==> src/rtl/canonical_huffman_decoder.sv <==
// Bit-serial canonical Huffman decoder. The host loads per-length code counts and the
// canonically ordered symbol list; code bits arrive one per cycle, symbols leave under valid/ready.
module canonical_huffman_decoder #(
  parameter  int SYM_W   = 8,
  parameter  int NSYM    = 256,
  parameter  int MAX_LEN = 12,
  localparam int IW      = $clog2(NSYM) + 1,
  localparam int LW      = $clog2(MAX_LEN + 1)
) (
  input  logic             clk,
  input  logic             rst_n,
  input  logic             cfg_len_we,
  input  logic [LW-1:0]    cfg_len_idx,
  input  logic [IW-1:0]    cfg_len_cnt,
  input  logic             cfg_sym_we,
  input  logic [IW-2:0]    cfg_sym_addr,
  input  logic [SYM_W-1:0] cfg_sym_data,
  input  logic             start,
  input  logic             flush,
  input  logic             in_valid,
  input  logic             in_bit,
  output logic             in_ready,
  output logic             sym_valid,
  output logic [SYM_W-1:0] sym_data,
  input  logic             sym_ready,
  output logic             busy,
  output logic             err
);
  localparam int CW   = MAX_LEN + 1;
  localparam int NLEN = 1 << LW;

  typedef enum logic [1:0] {
    ST_IDLE   = 2'd0,
    ST_DECODE = 2'd1,
    ST_ERR    = 2'd2
  } state_e;

  state_e           state_q, state_d;
  logic [CW-3:0]    code_q, code_d;
  logic [CW-1:0]    first_q, first_d;
  logic [IW-1:0]    index_q, index_d;
  logic [LW-1:0]    len_q, len_d;
  logic             sym_valid_q, sym_valid_d;
  logic [SYM_W-1:0] sym_data_q, sym_data_d;
  logic [IW-1:0]    count_q [NLEN];
  logic [SYM_W-1:0] sym_mem_q [NSYM];

  logic             cfg_open_s;
  logic             len_ok_s;
  logic             accept_s;
  logic             pop_s;
  logic             match_s;
  logic [IW-1:0]    count_cur_s;
  logic [CW-1:0]    code_ext_s;
  logic [CW-1:0]    diff_s;
  logic [CW-1:0]    first_sum_s;
  logic [IW-2:0]    sym_addr_s;

  // Datapath: the candidate code of the current length and its offset into that length's block.
  always_comb begin
    cfg_open_s  = (state_q == ST_IDLE) && !flush;
    len_ok_s    = (cfg_len_idx != {LW{1'b0}}) && (cfg_len_idx <= LW'(MAX_LEN));
    count_cur_s = count_q[len_q];
    code_ext_s  = {1'b0, code_q, in_bit};
    diff_s      = code_ext_s - first_q;
    match_s     = diff_s < CW'(count_cur_s);
    first_sum_s = first_q + CW'(count_cur_s);
    sym_addr_s  = index_q[IW-2:0] + diff_s[IW-2:0];
    in_ready    = (state_q == ST_DECODE) && (!sym_valid_q || sym_ready);
    accept_s    = in_valid && in_ready;
    pop_s       = sym_valid_q && sym_ready;
  end

  // Next-state: decode step per accepted bit, output slot handshake, flush override.
  always_comb begin
    state_d     = state_q;
    code_d      = code_q;
    first_d     = first_q;
    index_d     = index_q;
    len_d       = len_q;
    sym_data_d  = sym_data_q;
    if (pop_s) begin
      sym_valid_d = 1'b0;
    end else begin
      sym_valid_d = sym_valid_q;
    end
    case (state_q)
      ST_IDLE: begin
        if (start) begin
          state_d = ST_DECODE;
          code_d  = {(CW-2){1'b0}};
          first_d = {CW{1'b0}};
          index_d = {IW{1'b0}};
          len_d   = LW'(1);
        end else begin
          state_d = ST_IDLE;
        end
      end
      ST_DECODE: begin
        if (accept_s && match_s) begin
          sym_valid_d = 1'b1;
          sym_data_d  = sym_mem_q[sym_addr_s];
          code_d      = {(CW-2){1'b0}};
          first_d     = {CW{1'b0}};
          index_d     = {IW{1'b0}};
          len_d       = LW'(1);
        end else if (accept_s && (len_q == LW'(MAX_LEN))) begin
          state_d = ST_ERR;
        end else if (accept_s) begin
          index_d = index_q + count_cur_s;
          // first is advanced to the next length's block base before the next compare
          first_d = first_sum_s << 1'b1;
          code_d  = code_ext_s[CW-3:0];
          len_d   = len_q + LW'(1);
        end else begin
          state_d = ST_DECODE;
        end
      end
      ST_ERR: begin
        state_d = ST_ERR;
      end
      default: begin
        state_d = ST_IDLE;
      end
    endcase
    if (flush) begin
      state_d     = ST_IDLE;
      sym_valid_d = 1'b0;
      code_d      = {(CW-2){1'b0}};
      first_d     = {CW{1'b0}};
      index_d     = {IW{1'b0}};
      len_d       = LW'(1);
    end else begin
      sym_valid_d = sym_valid_d;
    end
  end

  // Control and output registers.
  always_ff @(posedge clk) begin
    if (!rst_n) begin
      state_q     <= ST_IDLE;
      code_q      <= {(CW-2){1'b0}};
      first_q     <= {CW{1'b0}};
      index_q     <= {IW{1'b0}};
      len_q       <= LW'(1);
      sym_valid_q <= 1'b0;
      sym_data_q  <= {SYM_W{1'b0}};
    end else begin
      state_q     <= state_d;
      code_q      <= code_d;
      first_q     <= first_d;
      index_q     <= index_d;
      len_q       <= len_d;
      sym_valid_q <= sym_valid_d;
      sym_data_q  <= sym_data_d;
    end
  end

  // Per-length code counts; only writable while idle.
  always_ff @(posedge clk) begin
    if (!rst_n) begin
      for (int i = 0; i < NLEN; i++) begin
        count_q[i] <= {IW{1'b0}};
      end
    end else if (cfg_open_s && cfg_len_we && len_ok_s) begin
      count_q[cfg_len_idx] <= cfg_len_cnt;
    end
  end

  // Symbol table has no reset so it can map onto plain RAM.
  always_ff @(posedge clk) begin
    if (cfg_open_s && cfg_sym_we) begin
      sym_mem_q[cfg_sym_addr] <= cfg_sym_data;
    end
  end

  assign sym_valid = sym_valid_q;
  assign sym_data  = sym_data_q;
  assign busy      = (state_q != ST_IDLE);
  assign err       = (state_q == ST_ERR);

endmodule

==> config.mk <==
export PLATFORM = sky130hd
export DESIGN_NAME = canonical_huffman_decoder
export DESIGN_NICKNAME = d
export VERILOG_FILES = /design/src/rtl/canonical_huffman_decoder.sv
export SDC_FILE = /design/constraint.sdc
export NUM_CORES = 2
export LEC_CHECK = 0
export ABC_AREA = 0
export ABC_CLOCK_PERIOD_IN_PS = 4300
export CELL_PAD_IN_SITES_DETAIL_PLACEMENT = 1
export CELL_PAD_IN_SITES_GLOBAL_PLACEMENT = 1
export CORE_MARGIN = 2
export CORE_UTILIZATION = 45
export CTS_CLUSTER_SIZE = 8
export DETAILED_ROUTE_END_ITERATION = 10
export GPL_TIMING_DRIVEN = 0
export PLACE_DENSITY = 0.72
export SYNTH_ARGS = -nofsm -noshare
export SYNTH_HDL_FRONTEND = slang
export SYNTH_SLANG_ARGS = --single-unit
==> constraint.sdc <==
create_clock -name clk -period 4.3 [get_ports clk]
set_input_delay 0.86 -clock clk [delete_from_list [all_inputs] [get_ports clk]]
set_output_delay 0.86 -clock clk [all_outputs]
set_load 0.005 [all_outputs]
Yosys cells after proc, flatten, opt, wreduce, memory -nomap -nowiden
Memories as Yosys holds them, arrays and structs flattened. A register that Yosys moved wholly into a read port is not among the register bits.
Index checks and enable logic that the tools add are counted.
Widths: inputs -> output; s select.
Word-level totals
  bits in registers: 40
  bits in writable memories: 2192
  output and inout bits: 12
  word-level logic and storage cells: 86
  memories kept: 2
Memories
  sym_mem_q: depth 256, bits a word 8, rd ports 1, clocked after memory_dff 1, wr ports 1, line 46  | logic [SYM_W-1:0] sym_mem_q [NSYM];
  count_q: depth 16, bits a word 9, rd ports 1, clocked after memory_dff 1, wr ports 16, line 45  | logic [IW-1:0] count_q [NLEN];
Operators by class
  $add $sub $neg: 5
  order comparisons: 2
  equality and inequality tests: 8
  muxes and demuxes: 39
  bitwise gates (word level): 1
  reductions and logical operators: 23
Operator list (count)
  $mux 13: 4
  $mux 9: 5
  $mux 11: 4
  $mux 4: 7
  $pmux 13 s2: 1
  $pmux 11 s2: 1
  $pmux 9 s2: 1
  $lt 13x9->1: 1
  $sub 12x13->13: 1
  $add 12x9->12: 1
  $mux 1: 11
  $logic_and 1x1->1: 10
  $add 9x9->9: 1
  $reduce_or 9->1: 1
  $add 8x8->8: 1
  $pmux 4 s2: 1
  $mux 2: 3
  $ne 3x2->1 const B: 2
  $pmux 2 s3: 1
  $add 4x1->4 const B: 1
  $eq 4x4->1 const B: 1
  $le 4x4->1 const B: 1
  $ne 2x2->1 const B: 2
  $reduce_and 2->1: 2
  other kinds (11): 14

Depth between registers and ports, before layout
  word-level depth: 10
  depth in mapped cells: 19

Worst setup path before layout
OpenSTA, ideal clock, no wires.
  path kind: flip-flop to flip-flop
  from: reg (tool-made name)
  to: reg first_q[7]
  setup time: 0.117 ns
  data arrival time: 4.407 ns
  data required time: 4.183 ns
  setup slack: -0.223 ns
  stages on the path, launching flop included: 18
  buffers on the path: 4
  cells stage by stage: dfxtp_1 buf_6 buf_2 buf_1 mux4_2 mux4_2 inv_1 ha_1 a21o_1 a21oi_1 o221ai_1 a311oi_1 o211ai_2 nor4_4 a21oi_2 and2_4 buf_4 a22o_1
RTL lines
  to (signal assigned): line 143  | first_q <= {CW{1'b0}};
  to (signal assigned): line 151  | first_q <= first_d;
  to (decl): line 40  | logic [CW-1:0] first_q, first_d;

Worst setup path in the final report
  from: reg code_q[0]
  to: reg sym_data_q[1], in the netlist sym_data[1], read port of sym_mem_q
On the way
  word-level cells in the longest chain between the ends: 4
  elaborated cells on any way between the ends: 5
  classes of those cells: add/sub: 2; order compare: 1; reduce/logical: 2
Ends and longest elaborated chain
  from (decl): line 39  | logic [CW-3:0] code_q, code_d;
  from (signal assigned): line 142  | code_q <= {(CW-2){1'b0}};
  from (signal assigned): line 150  | code_q <= code_d;
  $sub 12x13->13 (*): line 65  | diff_s = code_ext_s - first_q;
  $lt 13x9->1: line 66  | match_s = diff_s < CW'(count_cur_s);
  $logic_and 1x1->1: line 100  | if (accept_s && match_s) begin
  $reduce_and 2->1 (no source line)
  to (decl): line 44  | logic [SYM_W-1:0] sym_data_q, sym_data_d;
Mark *: on every way between the ends. The rest lies on a longest branch, timed or not.
A chain may end at the register's enable or synchronous reset.

==> reports/summary.txt <==
Status = finished with violations
Violated checks = max-capacitance violations, max-slew violations, negative setup slack
Worst path cell trace = inv_1, ha_1, fa_1, inv_1, ha_1, buf_6, and3_2, o21ai_4, a22oi_2, buf_4, buf_6, clkbuf_16, nand3_1, nand4_1, o21ai_2, a21oi_4, o21ai_4, a22o_1
Die H = 449 um
Drt drc = 0
Seq/Total Area, Yosys = 0.749
VDD IR max = 0.000360 V
Top cells by area, synth = edfxtp_1 (74%), mux4_2 (14%), nand2_1 (1.9%), nor2_1 (1.3%), dfxtp_1 (1.1%)
Final std cell area, no fill = 105000 sq um
DR vias/cell = 6.40
Vias in the first global route = 52100
Slew Viols, Final = 65
Synth top area share = 0.738
CTS tree = built
Leading area contributor after synthesis = edfxtp_1
Endpoints failing hold = 0
P_leak = 33.5 nW
Number of flops mapped to enable cells by yosys = 2192
Worst Hold Depth = 1
R2R Path End = sym_data[1]
First-pass GRT wire length = 400000 um
Gpl congestion = 0.926
Max incr delay on CP = 490 ps
Largest net degree at the start of global routing = 168
Starting Density = 0.452
Setup WS pre-CTS = -3250 ps
Reg2reg start = code_q[0]
FF+latch count, synth = 2242
Final Cycle Share = 1.02
Layout cells sized above 1 = 0.265
Mapped cell area = 89200 sq um
Core box area = 197000 sq um
Cts bufs inserted = 331
RSZ-0062 raised after global routing = true
Clk buf depth = 4
Via count = 50000
Hold path endpoint = sym_mem_q[147][1]
CP required = 5160 ps
# port buffers = 49
Worst R2R Path Depth = 18
Final HPWL from detailed placement = 185000 um
Worst-Margin Slew = 1620 ps
Most used DFF post-synth = edfxtp_1
Worst slew margin = -0.0790
Clk_lat worst skew = 950 ps
Ports = 50
Root Driver = clkbuf_16
Commonest non-fill, non-tap cell in the layout = edfxtp_1
Minimum clock period = 4370 ps
Fin worst setup slack = -71.6 ps
Worst-path clk slew = 50 ps
Antenna Violating Nets Remaining = 0
R2R setup slack = -70 ps
DR iter-0 viols = 7084
Fillcell total = 17400
Grt total ovfl = 0
Crit path max-delay cell type = fa_1
Max cap viols = 6
Syn. warnings = 0
Crit Path Category = reg2reg
Post-synth cell types = 66
Drt wl/cell = 36.6 um
Total Routing Usage GR = 0.282
Hold path start = cfg_sym_data[1]
Routed Wire Length = 286000 um
Peak fanout along the critical path = 10
Min-delay worst type = in2reg
Sink Count = 2242
Most frequent cells in the layout = edfxtp_1 (2192), mux4_2 (564), nand2_1 (443)
H-tree Lvls = 5
Placement Cell Area = 93700 sq um
WP data arrival = 5230 ps
Total die area = 202000 sq um
Die width = 449 um
Startpoint Class = flip-flop
Ys async rst share = 0
Row cnt = 163
Fin nets = 5209
Final setup fails = 5
Syn Area/Cell = 19.2 sq um
Mapped Cells = 4639
Area grow syn2layout = 17.8%
PwrDens = 470 nW/um^2
Clk_skew = 54.4 ps
Worst setup EP type = flip-flop
Initial antenna violation count = 10
Router iterations before antenna repair = 6
F_max = 229 MHz
timing repair:
action / 4_1_cts / 5_1_grt
gates resized for setup: 535 / 143
gates cloned: 0 / 1
buffers inserted: 27 / 15
hold buffers: 0 / 0
setup endpoints to repair: 132 / 120
pin swaps: 26 / 36
logic make-up after synthesis:
group                      Yosys count  share of synthesized area
other                                1                  0.0000420
muxes                              615                      0.148
adders and majority gates           47                    0.00693
and+or+nand+nor                   1108                     0.0550
buffers and inverters              302                     0.0148
xor gates and xnor gates            25                    0.00261
DFF                               2242                      0.749
AOI/OAI and AO/OA                  299                     0.0236
stage by stage:
step	hold WS [ps]	power, mW	instances	utilization	TNS [ps]
CTS	267	49.5	7793	0.530	-83.0
finish	313	49.4	7813	0.533	-163
global placement	452	26.8	7363	0.472	-
global route	302	50.4	7811	0.533	-598
floorplan	461	25.5	4674	-	0
detailed placement	454	26.7	7388	0.475	-506400
per-layer routing:
| metal | global-route usage | vias up | wire length [um] |
|---|---|---|---|
| met3 | 0.0733 | 687 | 30700 |
| li1 | - | 19600 | - |
| met1 | 0.370 | 26600 | 105000 |
| met2 | 0.434 | 3167 | 132000 |
| met5 | 0 | - | 27 |
| met4 | 0.150 | 4 | 17500 |
where the power goes:
part | switching, mW | internal [mW]
Sequential | 0.0289 | 24.1
Clock | 8.91 | 13.9
Combinational | 1.64 | 0.803
critical path: cells and delay by family, from the launching register on:
| kind | cells | cell delay, ps |
|---|---|---|
| compound gates | 6 | 1330 |
| fa+ha+maj | 3 | 1010 |
| buf+inv | 6 | 830 |
| simple gates | 3 | 790 |
| flops | 1 | 330 |
sequential cells by signal, indices dropped and copies added (netlist names), 2 cells and up, named ones only:
name and cells:
count_q 144, index_q 8, len_q 4, state_q 2, first_q 12, sym_data 8, code_q 11, sym_mem_q 2048
synthesized netlist by cell type, types with 9 or more instances:
master    instances
a311oi_1         16
ha_1             43
o21ai_0          36
o211ai_1         26
nand3_1         125
a22oi_1          22
mux4_2          564
nand2b_1         15
nor2_1          313
buf_6             9
nand2_1         445
a21oi_1          68
edfxtp_1       2192
buf_2            76
a32oi_1          39
inv_1            38
a21o_1           12
a22o_1           18
and2_1          121
buf_1            20
nand4_1          29
nor2b_1          12
mux2i_1          51
a211oi_1         17
xnor2_1          17
clkbuf_1        152
dfxtp_1          50
area by class of cell:
type	instances	area (sq um)	share of cell area
flip-flops and latches	2242	66800	0.636
multi-input cells	2130	22400	0.213
clock buffers	369	8630	0.0821
well taps	2640	3300	0.0314
plain buffers	263	2340	0.0223
repair buffers	118	1420	0.0135
inverters	38	146	0.00139
clock inverters	10	103	0.000976
diodes	3	7.51	0.0000714
how the worst max path moves through the flow:
stage,from,end
after floorplan,flip-flop,first_q[7]
after global placement,cfg_sym_data[5],sym_mem_q[80][5]
after detailed placement,in_bit,sym_data[3]
after CTS,code_q[0],sym_data[3]
after global routing,code_q[0],sym_data[1]
final,code_q[0],sym_data[1]
Power figures use the tool's default switching activity.
